===== config.mk =====
export PLATFORM = sky130hd
export DESIGN_NAME = snoop_bus_arbiter
export DESIGN_NICKNAME = d
export VERILOG_FILES = /design/src/rtl/snoop_pkg.sv /design/src/rtl/snoop_bus_arbiter_rr_pick4.sv /design/src/rtl/snoop_bus_arbiter.sv
export SDC_FILE = /design/constraint.sdc
export NUM_CORES = 1
export LEC_CHECK = 0
export ABC_AREA = 1
export ABC_CLOCK_PERIOD_IN_PS = 6790
export CAP_MARGIN = 10
export CELL_PAD_IN_SITES_DETAIL_PLACEMENT = 0
export CELL_PAD_IN_SITES_GLOBAL_PLACEMENT = 1
export CORE_MARGIN = 4
export CORE_UTILIZATION = 31
export CTS_BUF_LIST = sky130_fd_sc_hd__clkbuf_16
export CTS_CLUSTER_SIZE = 20
export DETAILED_ROUTE_END_ITERATION = 10
export PLACE_DENSITY = 0.94
export SYNTH_ARGS = -nofsm -noshare
export SYNTH_HDL_FRONTEND = slang
export SYNTH_SLANG_ARGS = --single-unit

===== constraint.sdc =====
create_clock -name clk -period 6.79 [get_ports clk]
set_clock_uncertainty 0.05 [all_clocks]
set_input_delay 1.358 -clock clk [delete_from_list [all_inputs] [get_ports clk]]
set_output_delay 1.358 -clock clk [all_outputs]
set_load 0.01 [all_outputs]

===== src/rtl/snoop_pkg.sv =====
// rtl/snoop_pkg.sv - shared command codes, FSM states and helpers for the snoop bus arbiter
package snoop_pkg;

    localparam logic [2:0] CMD_NOP  = 3'b000;
    localparam logic [2:0] CMD_RD   = 3'b001;
    localparam logic [2:0] CMD_RDX  = 3'b010;
    localparam logic [2:0] CMD_UPGR = 3'b011;
    localparam logic [2:0] CMD_WB   = 3'b100;

    typedef enum logic [2:0] {
        ST_IDLE    = 3'd0,
        ST_BCAST   = 3'd1,
        ST_WAIT    = 3'd2,
        ST_COLLECT = 3'd3,
        ST_DONE    = 3'd4
    } state_t;

    // Reserved codes (101-111) and NOP never win the bus.
    // Commands are zero-extended to 8 bits so any CMD_W up to 8 works.
    function automatic logic is_valid_cmd(input logic [7:0] cmd);
        return (cmd >= 8'(CMD_RD)) && (cmd <= 8'(CMD_WB));
    endfunction

endpackage


===== src/rtl/snoop_bus_arbiter_rr_pick4.sv =====
// rtl/snoop_bus_arbiter_rr_pick4.sv - combinational 4-way round-robin picker
module rr_pick4 (
    input  logic [3:0] req,
    input  logic [1:0] ptr,
    output logic [3:0] onehot,
    output logic [1:0] idx
);

    logic       found;
    logic [1:0] cand;

    // Scan from ptr upward with wrap; the first set request wins.
    always_comb begin
        onehot = '0;
        idx    = '0;
        found  = 1'b0;
        cand   = '0;
        for (int k = 0; k < 4; k++) begin
            cand = ptr + 2'(k);
            if (!found && req[cand]) begin
                found        = 1'b1;
                onehot[cand] = 1'b1;
                idx          = cand;
            end
        end
    end

endmodule


===== src/rtl/snoop_bus_arbiter.sv =====
// rtl/snoop_bus_arbiter.sv - snoop bus arbiter: pick, broadcast, wait, collect owned flags
module snoop_bus_arbiter
    import snoop_pkg::*;
#(
    parameter int ADDR_W    = 24,
    parameter int CMD_W     = 3,
    parameter int SNOOP_LAT = 2
) (
    input  logic              clk,
    input  logic              rst,
    input  logic [3:0]        req,
    input  logic [3:0]        pri,
    input  logic [CMD_W-1:0]  sp_in_0,
    input  logic [CMD_W-1:0]  sp_in_1,
    input  logic [CMD_W-1:0]  sp_in_2,
    input  logic [CMD_W-1:0]  sp_in_3,
    input  logic [ADDR_W-1:0] addr_sp_0,
    input  logic [ADDR_W-1:0] addr_sp_1,
    input  logic [ADDR_W-1:0] addr_sp_2,
    input  logic [ADDR_W-1:0] addr_sp_3,
    input  logic              owned_0,
    input  logic              owned_1,
    input  logic              owned_2,
    input  logic              owned_3,
    output logic [CMD_W-1:0]  sp_out,
    output logic [ADDR_W-1:0] addr_sp_out,
    output logic              sp_valid,
    output logic [3:0]        grant,
    output logic [3:0]        done,
    output logic [1:0]        share_num,
    output logic              owned_any
);

    localparam int CNT_W = $clog2(SNOOP_LAT) + 1;
    localparam logic [CNT_W-1:0] WAIT_LAST = CNT_W'(SNOOP_LAT > 1 ? SNOOP_LAT - 2 : 0);

    logic [CMD_W-1:0]  cmd_arr  [4];
    logic [ADDR_W-1:0] addr_arr [4];
    logic [3:0]        owned_vec;

    assign cmd_arr[0]  = sp_in_0;
    assign cmd_arr[1]  = sp_in_1;
    assign cmd_arr[2]  = sp_in_2;
    assign cmd_arr[3]  = sp_in_3;
    assign addr_arr[0] = addr_sp_0;
    assign addr_arr[1] = addr_sp_1;
    assign addr_arr[2] = addr_sp_2;
    assign addr_arr[3] = addr_sp_3;
    assign owned_vec   = {owned_3, owned_2, owned_1, owned_0};

    state_t            state_q, state_d;
    logic [1:0]        rr_ptr_q, rr_ptr_d;
    logic [1:0]        win_idx_q, win_idx_d;
    logic [CNT_W-1:0]  cnt_q, cnt_d;
    logic [CMD_W-1:0]  sp_out_q, sp_out_d;
    logic [ADDR_W-1:0] addr_q, addr_d;
    logic              sp_valid_q, sp_valid_d;
    logic [3:0]        grant_q, grant_d;
    logic [3:0]        done_q, done_d;
    logic [1:0]        share_q, share_d;
    logic              owned_any_q, owned_any_d;

    logic [3:0] elig;
    logic [3:0] pick_set;
    logic [3:0] pick_onehot;
    logic [1:0] pick_idx;
    logic [3:0] owned_masked;
    logic [1:0] share_cnt;

    // Eligible requesters; the high-priority subset overrides when non-empty.
    always_comb begin
        elig = '0;
        for (int i = 0; i < 4; i++) begin
            elig[i] = req[i] && is_valid_cmd(8'(cmd_arr[i]));
        end
        pick_set = ((elig & pri) != 4'd0) ? (elig & pri) : elig;
    end

    rr_pick4 u_pick (
        .req    (pick_set),
        .ptr    (rr_ptr_q),
        .onehot (pick_onehot),
        .idx    (pick_idx)
    );

    // Count other caches owning the line; grant still marks the winner here.
    always_comb begin
        owned_masked = owned_vec & ~grant_q;
        share_cnt    = '0;
        for (int i = 0; i < 4; i++) begin
            share_cnt = share_cnt + {1'b0, owned_masked[i]};
        end
    end

    // Next-state and registered-output computation for the transaction FSM.
    always_comb begin
        state_d     = state_q;
        rr_ptr_d    = rr_ptr_q;
        win_idx_d   = win_idx_q;
        cnt_d       = cnt_q;
        sp_out_d    = sp_out_q;
        addr_d      = addr_q;
        sp_valid_d  = 1'b0;
        grant_d     = grant_q;
        done_d      = '0;
        share_d     = share_q;
        owned_any_d = owned_any_q;
        case (state_q)
            ST_IDLE: begin
                if (pick_set != 4'd0) begin
                    win_idx_d  = pick_idx;
                    sp_out_d   = cmd_arr[pick_idx];
                    addr_d     = addr_arr[pick_idx];
                    sp_valid_d = 1'b1;
                    grant_d    = pick_onehot;
                    state_d    = ST_BCAST;
                end
            end
            ST_BCAST: begin
                sp_out_d = '0;
                cnt_d    = '0;
                state_d  = (SNOOP_LAT == 1) ? ST_COLLECT : ST_WAIT;
            end
            ST_WAIT: begin
                if (cnt_q == WAIT_LAST) begin
                    state_d = ST_COLLECT;
                end else begin
                    cnt_d = cnt_q + 1'b1;
                end
            end
            ST_COLLECT: begin
                share_d     = share_cnt;
                owned_any_d = (share_cnt != 2'd0);
                done_d      = grant_q;
                state_d     = ST_DONE;
            end
            ST_DONE: begin
                rr_ptr_d = win_idx_q + 2'd1;
                grant_d  = '0;
                state_d  = ST_IDLE;
            end
            default: begin
                state_d = ST_IDLE;
            end
        endcase
    end

    // State and output registers; reset drops everything back to idle at once.
    always_ff @(posedge clk or posedge rst) begin
        if (rst) begin
            state_q     <= ST_IDLE;
            rr_ptr_q    <= '0;
            win_idx_q   <= '0;
            cnt_q       <= '0;
            sp_out_q    <= '0;
            addr_q      <= '0;
            sp_valid_q  <= 1'b0;
            grant_q     <= '0;
            done_q      <= '0;
            share_q     <= '0;
            owned_any_q <= 1'b0;
        end else begin
            state_q     <= state_d;
            rr_ptr_q    <= rr_ptr_d;
            win_idx_q   <= win_idx_d;
            cnt_q       <= cnt_d;
            sp_out_q    <= sp_out_d;
            addr_q      <= addr_d;
            sp_valid_q  <= sp_valid_d;
            grant_q     <= grant_d;
            done_q      <= done_d;
            share_q     <= share_d;
            owned_any_q <= owned_any_d;
        end
    end

    assign sp_out      = sp_out_q;
    assign addr_sp_out = addr_q;
    assign sp_valid    = sp_valid_q;
    assign grant       = grant_q;
    assign done        = done_q;
    assign share_num   = share_q;
    assign owned_any   = owned_any_q;

endmodule


==> out/qor.yml <==
die:
  die_x_um: 121
  die_y_um: 121
  core_area_sq_mm: 0.0122
  rows: 40
  initial_utilization_pct: 32.2
  dieArea_sq_mm: 0.0146
  ios: 161
timing:
  slew-limit-headroom_pct: 27.9
  slew_violations: 0
  worstMarginPinSlew_ps: 1080
  hold_ws_ps: 430
  timing.final.crit_period_ps: 4920
  hold_violations: 0
  tns_ps: 0
  fmax_mhz: 203
  fin_crit_sh_pct: 72.4
  finalSetupViolations: 0
  grt_setup_unrepaired: "no"
finish:
  num_antenna_cells: 0
  synthToLayoutAreaGrowth_pct: 48.0
  finalNonFillerCells: 962
  fill_cells: 1272
  drive_gt1_share_pct: 3.78
  fin_nets: 926
global_routing:
  top_usage_layer: "met2"
  grt_pass1_wl_um: 20400
  grt_pass1_vias: 4171
  met2_usage_pct: 28.9
  track_usage_pct: 17.0
  grt_max_degree: 59
  antenna_found_initial: 0
  grt_overflow: 0
  use_met3_pct: 4.82
  met1_usage_pct: 21.7
pwr:
  ir_drop_uv: 311
  p_leak_nw: 3.16
  p_sw_w: 0.00140
  combPwrFrac_pct: 71.3
  sw_frac_of_total_pct: 51.6
  clockPowerShare_pct: 10.2
  p_int_w: 0.00131
  power_density_mw_per_mm2: 464
  power.total_w: 0.00270
  power_frac_seq_pct: 18.5
hold_path:
  hp-class: "reg2reg"
synthesis:
  ys_ff_latch: 48
  ys_types: 27
  netlist.area_leader.share_pct: 30.5
  syn-instance-count: 648
  synth_flop_cell: "dfrtp_1"
  synthesis.yosys.warnings: 0
  syn_nets: 781
  async_reset_ff_share_pct: 100
  ys_top_cells_by_count: "nand2_1 (210), inv_1 (137), nand3_1 (134)"
  syn_area_sq_mm: 0.00394
  synth.avg_cell_area_sq_um: 6.07
  yosysMostFrequentCell: "nand2_1"
  synth_edf_count: 0
  ys_top_cells_by_area: "dfrtp_1 (31%), nand2_1 (20%), nand3_1 (17%), inv_1 (13%), ha_1 (3.2%)"
  synth_seq_area_share_pct: 30.5
  synth_area_leader_cell: "dfrtp_1"
drt:
  vias_per_cell: 4.48
  drt-wirelength-per-cell_um: 12.8
  drtIter0Drc: 207
  drc: 0
  drt-pass1-iter-count: 5
  drtAntennaViolNets: 0
  vias: 4306
  wl_um: 12300
placed_design:
  place_inst: 953
  portBuffers: 160
  gp_congestion: 0.827
  hpwl_um: 9030
clocking:
  cts_tree: "done"
  clk_pin_slew_ps: 60
  clockBufferDepth: 2
  cts_buffers: 5
  cts_root_buf: "clkbuf_16"
  numClockSinks: 48
  hold_buffers: 0
  postCtsResizedCells: 0
  post_cts_buffers: 0
  h-tree-depth: 2
  clkLatencyLatePin_ps: 280
flow_run:
  maxCapViolCount: 0
worst_setup_path:
  crit_type: "in2reg"
  startpoint_type: "primary input"
  endpoint_kind: "flop"
  critPathRequiredTime_ps: 6900
  cp.arrival_ps: 5030
  crit_fanout: 58
status:
  status: "finished clean"
flip-flops by register name, summed over array words and instances, names as in the netlist:
register,cells
sp_out,3
cnt_q,2
owned_any,1
done,4
state_q,3
rr_ptr_q,2
sp_valid,1
win_idx_q,2
grant,4
share_num,2
addr_sp_out,24
per-layer routing:
layer / up-vias / part of all wire [%]
li1: 2268 / -
met1: 1896 / 44
met2: 132 / 48
met3: 10 / 7.5
met4: 0 / 0.90
met5: - / 0
path summary, 6_finish.rpt:
check / end / from / cells past startpoint / slack [ps]
max: sp_out[1]$_DFFE_PP0P_ / sp_in_1[1] / 17 / 1870
min in group asynchronous: sp_valid$_DFF_PP0_ / rst / 2 / 1290
min reg2reg: sp_out[2]$_DFFE_PP0P_ / sp_out[2]$_DFFE_PP0P_ / 2 / 430
min: sp_out[2]$_DFFE_PP0P_ / sp_out[2]$_DFFE_PP0P_ / 2 / 430
max reg2reg: sp_out[1]$_DFFE_PP0P_ / rr_ptr_q[0]$_DFFE_PP0P_ / 13 / 2890
max in group asynchronous: addr_sp_out[13]$_DFFE_PP0P_ / rst / 3 / 4890
cell families after synthesis:
family | count (synthesis) | share of synthesized area, %
AOI/OAI and AO/OA | 32 | 4.17
xor gates and xnor gates | 2 | 0.445
adders and majority gates | 11 | 3.69
buffers and inverters | 165 | 16.6
DFF | 48 | 30.5
and+or+nand+nor | 390 | 44.6
power groups by stage:
| stage | Combinational (W) | Clock [W] | Sequential (W) |
|---|---|---|---|
| after floorplan | 0.00135 | 0 | 0.000530 |
| after global placement | 0.00194 | 0 | 0.000504 |
| after detailed placement | 0.00194 | 0 | 0.000504 |
| after CTS | 0.00195 | 0.000283 | 0.000503 |
| after global routing | 0.00221 | 0.000297 | 0.000519 |
| final | 0.00193 | 0.000276 | 0.000500 |
metrics by stage:
stage	worst slack (ps)	cell area, sq um	utilization (%)
floorplan	3490	3940	-
global placement	1610	5640	46.2
detailed placement	1590	5640	46.2
CTS	1880	5800	47.5
global route	1420	5820	47.7
finish	1870	5820	47.7
placed cells by master, fill, tap and decap left out:
| cell type | n |
|---|---|
| buf_12 | 1 |
| dfrtp_1 | 48 |
| nand3_2 | 2 |
| nor3_1 | 4 |
| o21ai_0 | 20 |
| nor3_4 | 1 |
| fa_1 | 1 |
| nand3b_1 | 2 |
| nor2_1 | 21 |
| inv_1 | 137 |
| clkdlybuf4s50_1 | 160 |
| inv_2 | 2 |
| nor2_4 | 3 |
| or2_1 | 2 |
| a31oi_1 | 1 |
| clkinv_2 | 1 |
| clkinv_1 | 1 |
| a211oi_1 | 1 |
| nand3_1 | 134 |
| a21oi_1 | 4 |
| ha_1 | 10 |
| nand4_2 | 5 |
| nand2_2 | 6 |
| bufinv_16 | 1 |
| clkbuf_16 | 5 |
| xor2_1 | 2 |
| buf_4 | 3 |
| o21ai_1 | 6 |
| nand2_1 | 210 |
cell type report:
cell class | instances | area (sq um) | share of cell area [%]
inverter | 139 | 522 | 8.96
timing repair buffer | 164 | 1640 | 28.2
tap | 168 | 210 | 3.61
multi-input combinational | 435 | 2080 | 35.8
clock inverter | 3 | 38.8 | 0.666
clock buffer | 5 | 125 | 2.15
sequential | 48 | 1200 | 20.6
critical path: stages:
cell             delay, ps
clkdlybuf4s50_1        440
o21ai_1                220
nand4_2                190
nand2_2                140
nor2_4                  60
nand2_1                 90
nand3_1                120
nand3_1                160
nand2_2                110
nand2_2                110
nand2_1                 70
nand3_2                 70
buf_4                  470
nand2_2                770
or2_1                  470
nand3_1                 70
nand3_1                 70
(Power assumes the default switching activity.)
